`config.mk`:
```
export PLATFORM = sky130hd
export DESIGN_NAME = multicycle_control
export DESIGN_NICKNAME = d
export VERILOG_FILES = /design/src/rtl/multicycle_control.sv
export SDC_FILE = /design/constraint.sdc
export NUM_CORES = 1
export LEC_CHECK = 0
export ABC_AREA = 1
export ABC_CLOCK_PERIOD_IN_PS = 2200
export BUFFER_PORTS_ARGS = -buffer_cell sky130_fd_sc_hd__buf_2
export CELL_PAD_IN_SITES_DETAIL_PLACEMENT = 1
export CELL_PAD_IN_SITES_GLOBAL_PLACEMENT = 1
export CORE_MARGIN = 2
export CORE_UTILIZATION = 31
export CTS_CLUSTER_SIZE = 40
export DETAILED_ROUTE_END_ITERATION = 8
export PLACE_DENSITY = 0.92
export SLEW_MARGIN = 15
export SYNTH_ARGS = -nofsm -noshare
export SYNTH_HDL_FRONTEND = slang
export SYNTH_SLANG_ARGS = --single-unit
```
`constraint.sdc`:
```
create_clock -name clock -period 2.2 [get_ports clock]
set_input_delay 0.44 -clock clock [delete_from_list [all_inputs] [get_ports clock]]
set_output_delay 0.44 -clock clock [all_outputs]
set_load 0.05 [all_outputs]
```
`src/rtl/multicycle_control.sv`:
```
// multicycle_control: FSM sequencing fetch/decode/execute/memory/writeback for the multicycle MIPS-subset datapath
module multicycle_control #(
    parameter int TO_W = 4
) (
    input  logic       clock,
    input  logic       reset,
    input  logic [5:0] opCode,
    input  logic [5:0] func,
    input  logic       mem_ready,
    output logic       mem_req,
    output logic       MemRead,
    output logic       MemWrite,
    output logic       IorD,
    output logic       IRWrite,
    output logic       PCWrite,
    output logic       PCWriteCond,
    output logic [1:0] PCSource,
    output logic [1:0] ALUOp,
    output logic       ALUSrcA,
    output logic [1:0] ALUSrcB,
    output logic       RegWrite,
    output logic       RegDst,
    output logic       MemtoReg,
    output logic       illegal,
    output logic       bus_err,
    output logic [3:0] state
);
    typedef enum logic [3:0] {
        FETCH  = 4'd0,
        DECODE = 4'd1,
        MEMADR = 4'd2,
        MEMRD  = 4'd3,
        MEMWB  = 4'd4,
        MEMWR  = 4'd5,
        EXEC   = 4'd6,
        RWB    = 4'd7,
        BRANCH = 4'd8,
        JUMP   = 4'd9,
        ADDIEX = 4'd10,
        ADDIWB = 4'd11,
        TRAP   = 4'd12
    } state_t;

    state_t          st, nxt;
    logic [TO_W-1:0] cnt, cnt_nxt;
    logic            wait_st, timeout, rtype_ok;

    assign wait_st  = st == FETCH || st == MEMRD || st == MEMWR;
    // the current wait cycle is the (2^TO_W-1)-th one when the counter already holds 2^TO_W-2
    assign timeout  = wait_st && !mem_ready && cnt == {{(TO_W-1){1'b1}}, 1'b0};
    assign rtype_ok = func inside {6'b100000, 6'b100010, 6'b100100, 6'b100101, 6'b101010};
    assign cnt_nxt  = (wait_st && !mem_ready && !timeout) ? cnt + TO_W'(1) : '0;
    assign state    = reset ? 4'd0 : st;

    // state register and memory-wait counter
    always_ff @(posedge clock or posedge reset) begin
        if (reset) begin
            st  <= FETCH;
            cnt <= '0;
        end else begin
            st  <= nxt;
            cnt <= cnt_nxt;
        end
    end

    // next state and datapath controls; everything is forced low while reset is held
    always_comb begin
        nxt         = FETCH;
        mem_req     = 1'b0;
        MemRead     = 1'b0;
        MemWrite    = 1'b0;
        IorD        = 1'b0;
        IRWrite     = 1'b0;
        PCWrite     = 1'b0;
        PCWriteCond = 1'b0;
        PCSource    = 2'b00;
        ALUOp       = 2'b00;
        ALUSrcA     = 1'b0;
        ALUSrcB     = 2'b00;
        RegWrite    = 1'b0;
        RegDst      = 1'b0;
        MemtoReg    = 1'b0;
        illegal     = 1'b0;
        bus_err     = timeout;
        case (st)
            FETCH: begin
                mem_req = 1'b1;
                MemRead = 1'b1;
                ALUSrcB = 2'b01;
                IRWrite = mem_ready;
                PCWrite = mem_ready;
                nxt     = mem_ready ? DECODE : FETCH;
            end
            DECODE: begin
                ALUSrcB = 2'b11;
                nxt     = opCode == 6'b000000 ? (rtype_ok ? EXEC : TRAP) :
                          (opCode == 6'b100011 || opCode == 6'b101011) ? MEMADR :
                          opCode == 6'b000100 ? BRANCH :
                          opCode == 6'b000010 ? JUMP :
                          opCode == 6'b001000 ? ADDIEX : TRAP;
            end
            MEMADR: begin
                ALUSrcA = 1'b1;
                ALUSrcB = 2'b10;
                nxt     = opCode == 6'b100011 ? MEMRD : MEMWR;
            end
            MEMRD: begin
                mem_req = 1'b1;
                MemRead = 1'b1;
                IorD    = 1'b1;
                nxt     = mem_ready ? MEMWB : timeout ? FETCH : MEMRD;
            end
            MEMWB: begin
                RegWrite = 1'b1;
                MemtoReg = 1'b1;
            end
            MEMWR: begin
                mem_req  = 1'b1;
                MemWrite = 1'b1;
                IorD     = 1'b1;
                nxt      = (mem_ready || timeout) ? FETCH : MEMWR;
            end
            EXEC: begin
                ALUSrcA = 1'b1;
                ALUOp   = 2'b10;
                nxt     = RWB;
            end
            RWB: begin
                RegWrite = 1'b1;
                RegDst   = 1'b1;
            end
            BRANCH: begin
                ALUSrcA     = 1'b1;
                ALUOp       = 2'b01;
                PCWriteCond = 1'b1;
                PCSource    = 2'b01;
            end
            JUMP: begin
                PCWrite  = 1'b1;
                PCSource = 2'b10;
            end
            ADDIEX: begin
                ALUSrcA = 1'b1;
                ALUSrcB = 2'b10;
                nxt     = ADDIWB;
            end
            ADDIWB: RegWrite = 1'b1;
            TRAP: illegal = 1'b1;
            default: ;
        endcase
        if (reset) begin
            {mem_req, MemRead, MemWrite, IorD, IRWrite, PCWrite, PCWriteCond, PCSource, ALUOp,
             ALUSrcA, ALUSrcB, RegWrite, RegDst, MemtoReg, illegal, bus_err} = '0;
        end
    end
endmodule

```
## Word-level counts from Yosys, hierarchy flattened

Index checks and enable logic that the tools add are counted.

| word-level totals | value |
|---|---|
| register bits after elaboration | 8 |
| output and inout port bits | 23 |
| input port bits | 15 |

| operators by class | value |
|---|---|
| equality and inequality tests | 23 |
| add/subtract/negate cells | 1 |
| mux-type cells | 45 |
| reductions and logical operators | 18 |

Operators with widths:

| kind | number |
|---|---|
| $eq 6x6->1 const B | 7 |
| $pmux 4 s7 | 1 |
| $mux 1 | 25 |
| $eq 4x4->1 const B | 6 |
| $mux 4 | 5 |
| $mux 3 | 6 |
| $eq 4x3->1 const B | 4 |
| $eq 4x2->1 const B | 2 |
| $mux 2 | 4 |
| $pmux 2 s2 | 2 |
| $eq 6x2->1 const B | 1 |
| $eq 6x3->1 const B | 1 |
| $eq 6x4->1 const B | 1 |
| $logic_not 6->1 | 1 |
| $pmux 2 s3 | 1 |
| $reduce_or 2->1 | 3 |
| $reduce_or 3->1 | 2 |
| $reduce_bool 5->1 | 1 |
| $add 4x1->4 const B | 1 |
| $eq 4x1->1 const B | 1 |
| $logic_not 4->1 | 1 |
| $logic_or 1x1->1 | 4 |
| $reduce_or 4->1 | 1 |
| $logic_and 1x1->1 | 3 |
| other kinds (2) | 3 |

## Longest topological paths before layout

| depth | value |
|---|---|
| word-level depth | 8 |
| mapped depth | 8 |
| depth with buffers taken out | 8 |

## Worst setup path after synthesis

Ideal clock, no wire load.

| path | value |
|---|---|
| kind | input to output |
| from | in reset |
| to | out RegDst |
| required time | 1.760 ns |
| cell stages on the path | 1 |
| slack | -0.233 ns |
| arrival | 1.993 ns |
| cells stage by stage | nor4_1 |

| between the ends | value |
|---|---|
| cells in the longest elaborated chain, start to end | 1 |

RTL lines:

| item | RTL line | text |
|---|---|---|
| start: declaration | 6 | `input logic reset,` |
| $mux 1 | 151 | `if (reset) begin` |
| end: declaration | 22 | `output logic RegDst,` |

Every way passes these cells.

## Worst setup path after layout

| path | value |
|---|---|
| from | reg st[3] |
| to | out bus_err |

| between the ends | value |
|---|---|
| cells in the longest elaborated chain, start to end | 6 |

RTL lines:

| item | RTL line | text |
|---|---|---|
| start: declaration | 44 | `state_t st, nxt;` |
| start signal: assignment | 61 | `st <= nxt;` |
| $eq 4x2->1 / $logic_not 4->1 (equally long branches) | 48 | `assign wait_st = st == FETCH \|\| st == MEMRD \|\| st == MEMWR;` |
| $logic_or 1x1->1 | 48 |  |
| $logic_or 1x1->1 * | 48 |  |
| $logic_and 1x1->1 * (2 in series) | 50 | `assign timeout = wait_st && !mem_ready && cnt == {{(TO_W-1){1'b1}}, 1'b0};` |
| $mux 1 * | 151 |  |
| end: declaration | 25 | `output logic bus_err,` |

Mark *: on every way between the ends. The rest lies on a longest branch, timed or not.

==> summary.txt <==
Setup path
  – CP Capture Type: output port
  – RR Endpoint: st[0]$_DFF_PP0_
  – Crit-path max FO: 4
  – CP Launch Type: flip-flop
  – CP required: between 1500 and 2000 ps
  – Worst reg-to-reg path cell count: 7
  – CP Class: reg -> out
  – CP peak stage delay: 440 ps
  – Slowest-stage cell, CP: dfrtp_1
  – CP arrival: 1640 ps
  – Reg2reg start: st[2]$_DFF_PP0_
  – Worst path cell trace: nor2_2 -> nand2_1 -> nand3_2 -> inv_1 -> nor4_2 -> buf_4
  – Reg2Reg Setup Slack: 870 ps

Finish
  – Antenna diodes: 0
  – Final cell area excluding filler cells: 1039 um^2
  – Nets: 187
  – Fin cells: slightly below 200
  – Fill count: around 350
  – Share of cells above drive strength 1: 33.33%
  – Layout Area Growth over Synthesis: 33.01%

Placed design
  – PortBufs: 37
  – Cells after DPL: 195
  – DP Wirelength: 2100 um
  – Placed cell areas: 997.2 um^2
  – GP Congestion: 0.8096

GRT
  – Grt ovf: 0
  – Initial antenna violation count: 0
  – Vias in the first global route: 945
  – Global-route wire length before repair: 3905 um
  – Largest net degree at the start of global routing: 23
  – GR Util All Layers: roughly 18%

Synth
  – Gate Count Post-Synth: around 130
  – Syn avg cell area: 5.960 um^2
  – Top cells by area, synth: dfrtp_1 (26%), nor2_1 (15%), inv_1 (13%), nand2_1 (9.1%), nand3_1 (6.4%)
  – Net count after synthesis: 148
  – Post-synth ARST share: 100.0%
  – Netlist cell types: 25
  – Post-synthesis sequential area ratio: 25.64%
  – Mapped cell area: a little under 800 um^2
  – Synth Register Bits: 8
  – Number of enable flip-flop cells after synthesis: 0
  – Syn. warnings: 0
  – Synth area leader: dfrtp_1
  – Most frequent cells after synthesis: nor2_1 (31), inv_1 (26), nand2_1 (19)
  – Top cell type's share of synthesized area: around a quarter
  – Count leader, synth: nor2_1
  – Ys flop type: dfrtp_1

Power and ir drop
  – Max VDD drop: about 0.00047 V
  – Power per cell area: 1162 nW/um^2
  – Pleak: 0.6241 nW
  – Final Power: 1.207 mW

STA
  – Max Clock Skew: about 1.5 ps
  – Slew @ Worst Pin: 390.4 ps
  – Setup TNS: 0 ps
  – Period utilization: 94.43%
  – Minimum clock period: 2078 ps
  – Final Max Tran Viols: 0
  – Fmax: 0.4813 GHz
  – Setup violations, final: 0
  – Fin. Hold Viols: 0
  – Max-slew headroom: 73.97%

Clock tree
  – H-tree depth: 1
  – Clk buf depth: 2
  – Post-CTS Setup Inserts: 0
  – Clk pin slew, worst setup/hold paths: 50 ps
  – Clk Latency, worst-skew pair: 240 ps
  – TritonCTS Buffers: 3
  – CTS root buf: clkbuf_4
  – PostCTS Resize Cnt: 0
  – Post-CTS Hold Buffers: 0
  – Clock sinks: 8
  – CTS tree: built

Run status
  – Status: finished, final reports clean

Floorplan
  – Die Footprint: 2936 um^2
  – Initial Util: 32.10%
  – Core area: 2432 um^2
  – Die X: between 50 and 60 um
  – # IOs: 38
  – Die Y: 54.19 um
  – # rows: 18

Routing
  – Via count: 973
  – Post-DRT Antenna Nets: 0
  – Avg WL per Cell: 12.33 um
  – Via/cell ratio: a little under 5
  – Residual DRC count: 0
  – Initial drt markers: 10
  – Routed WL: roughly 2400 um
  – Detailed Routing Iterations Pass 1: 4

Run
  – Max-cap viol count: 0

Worst hold path
  – Worst min-delay path category: in -> async
## critical path: cells and delay by family (launching register included)
family,cells,cell delay [ps]
buf+inv,2,320
flops,1,440
simple gates,4,640
## cells in the final DEF (no fill, tap or decap)
master / netlist / final
nor2_4: 1 / 1
buf_4: 1 / 1
nand3b_1: 1 / 1
or2_1: 1 / 1
ha_1: 2 / 2
nand4_1: 1 / 1
buf_2: 0 / 35
a31oi_1: 1 / 1
nor4_2: 1 / 2
nor2_1: 31 / 26
a21oi_1: 9 / 9
a21oi_2: 1 / 1
nand3_1: 10 / 10
o21ai_0: 5 / 5
dfrtp_1: 8 / 7
xor2_1: 1 / 1
nand3_2: 1 / 1
and3_2: 2 / 2
inv_1: 26 / 26
nand2_2: 1 / 2
clkbuf_4: 0 / 4
nor2_2: 1 / 6
nand2_1: 19 / 18
nor3_1: 3 / 3
dfrtp_2: 0 / 1
xnor2_1: 1 / 1
## through the flow
stage          hold slack [ps]  worst slack [ps]  util [%]
6_report                 334.3             122.5     42.70
5_1_grt                  376.5            -2.016     42.70
4_1_cts                  339.7             38.81     41.92
3_5_place_dp             482.6             310.5     41.00
3_3_place_gp             466.5             395.5     41.00
2_1_floorplan            454.2             25.39         -
## logic make-up after synthesis
group | after synthesis | synth area share [%]
AND/OR/NAND/NOR | 74 | 43.59
buffers and inverters | 29 | 14.42
AO/OA/AOI/OAI | 16 | 10.90
flip-flops | 8 | 25.64
XOR/XNOR | 2 | 2.244
adder cells (fa/ha/maj) | 2 | 3.205
## layer usage
layer,track usage [%],part of all wire [%],vias to the layer above,wire (um)
met3,2.778,5.2,6,127
met5,0,0,-,0
met2,34.54,53,32,1305
met1,18.79,39,452,960
met4,5.000,2.0,0,49
li1,-,-,483,-
## power breakdown
group	total [mW]	leakage, nW	switching, mW	internal (mW)
registers	0.242	0.106	0.0512	0.191
logic	0.859	0.504	0.662	0.197
clock network	0.106	0.0138	0.0443	0.0621
total	1.21	0.624	0.757	0.450
## registers in the layout (all words and copies together) (netlist names)
register / cells
cnt: 4
st: 4
## worst max path at each step
stage / start / endpoint / cells after the start
floorplan: reset / ALUSrcB[0] / 2
global placement: st[2]$_DFF_PP0_ / bus_err / 7
detailed placement: st[1]$_DFF_PP0_ / PCWrite / 6
CTS: st[1]$_DFF_PP0_ / PCWrite / 6
global route: st[2]$_DFF_PP0_ / bus_err / 7
finish: st[3]$_DFF_PP0_ / bus_err / 6
## cell type report
cell class / count / area [um^2] / area share, %
multi-input cells: 94 / 489.2 / 47.11
flip-flops and latches: 8 / 201.4 / 19.40
inverters: 26 / 97.59 / 9.398
well taps: 30 / 37.54 / 3.614
clock buffers: 3 / 22.52 / 2.169
repair buffers: 37 / 190.2 / 18.31
Power figures use the tool's default switching activity.
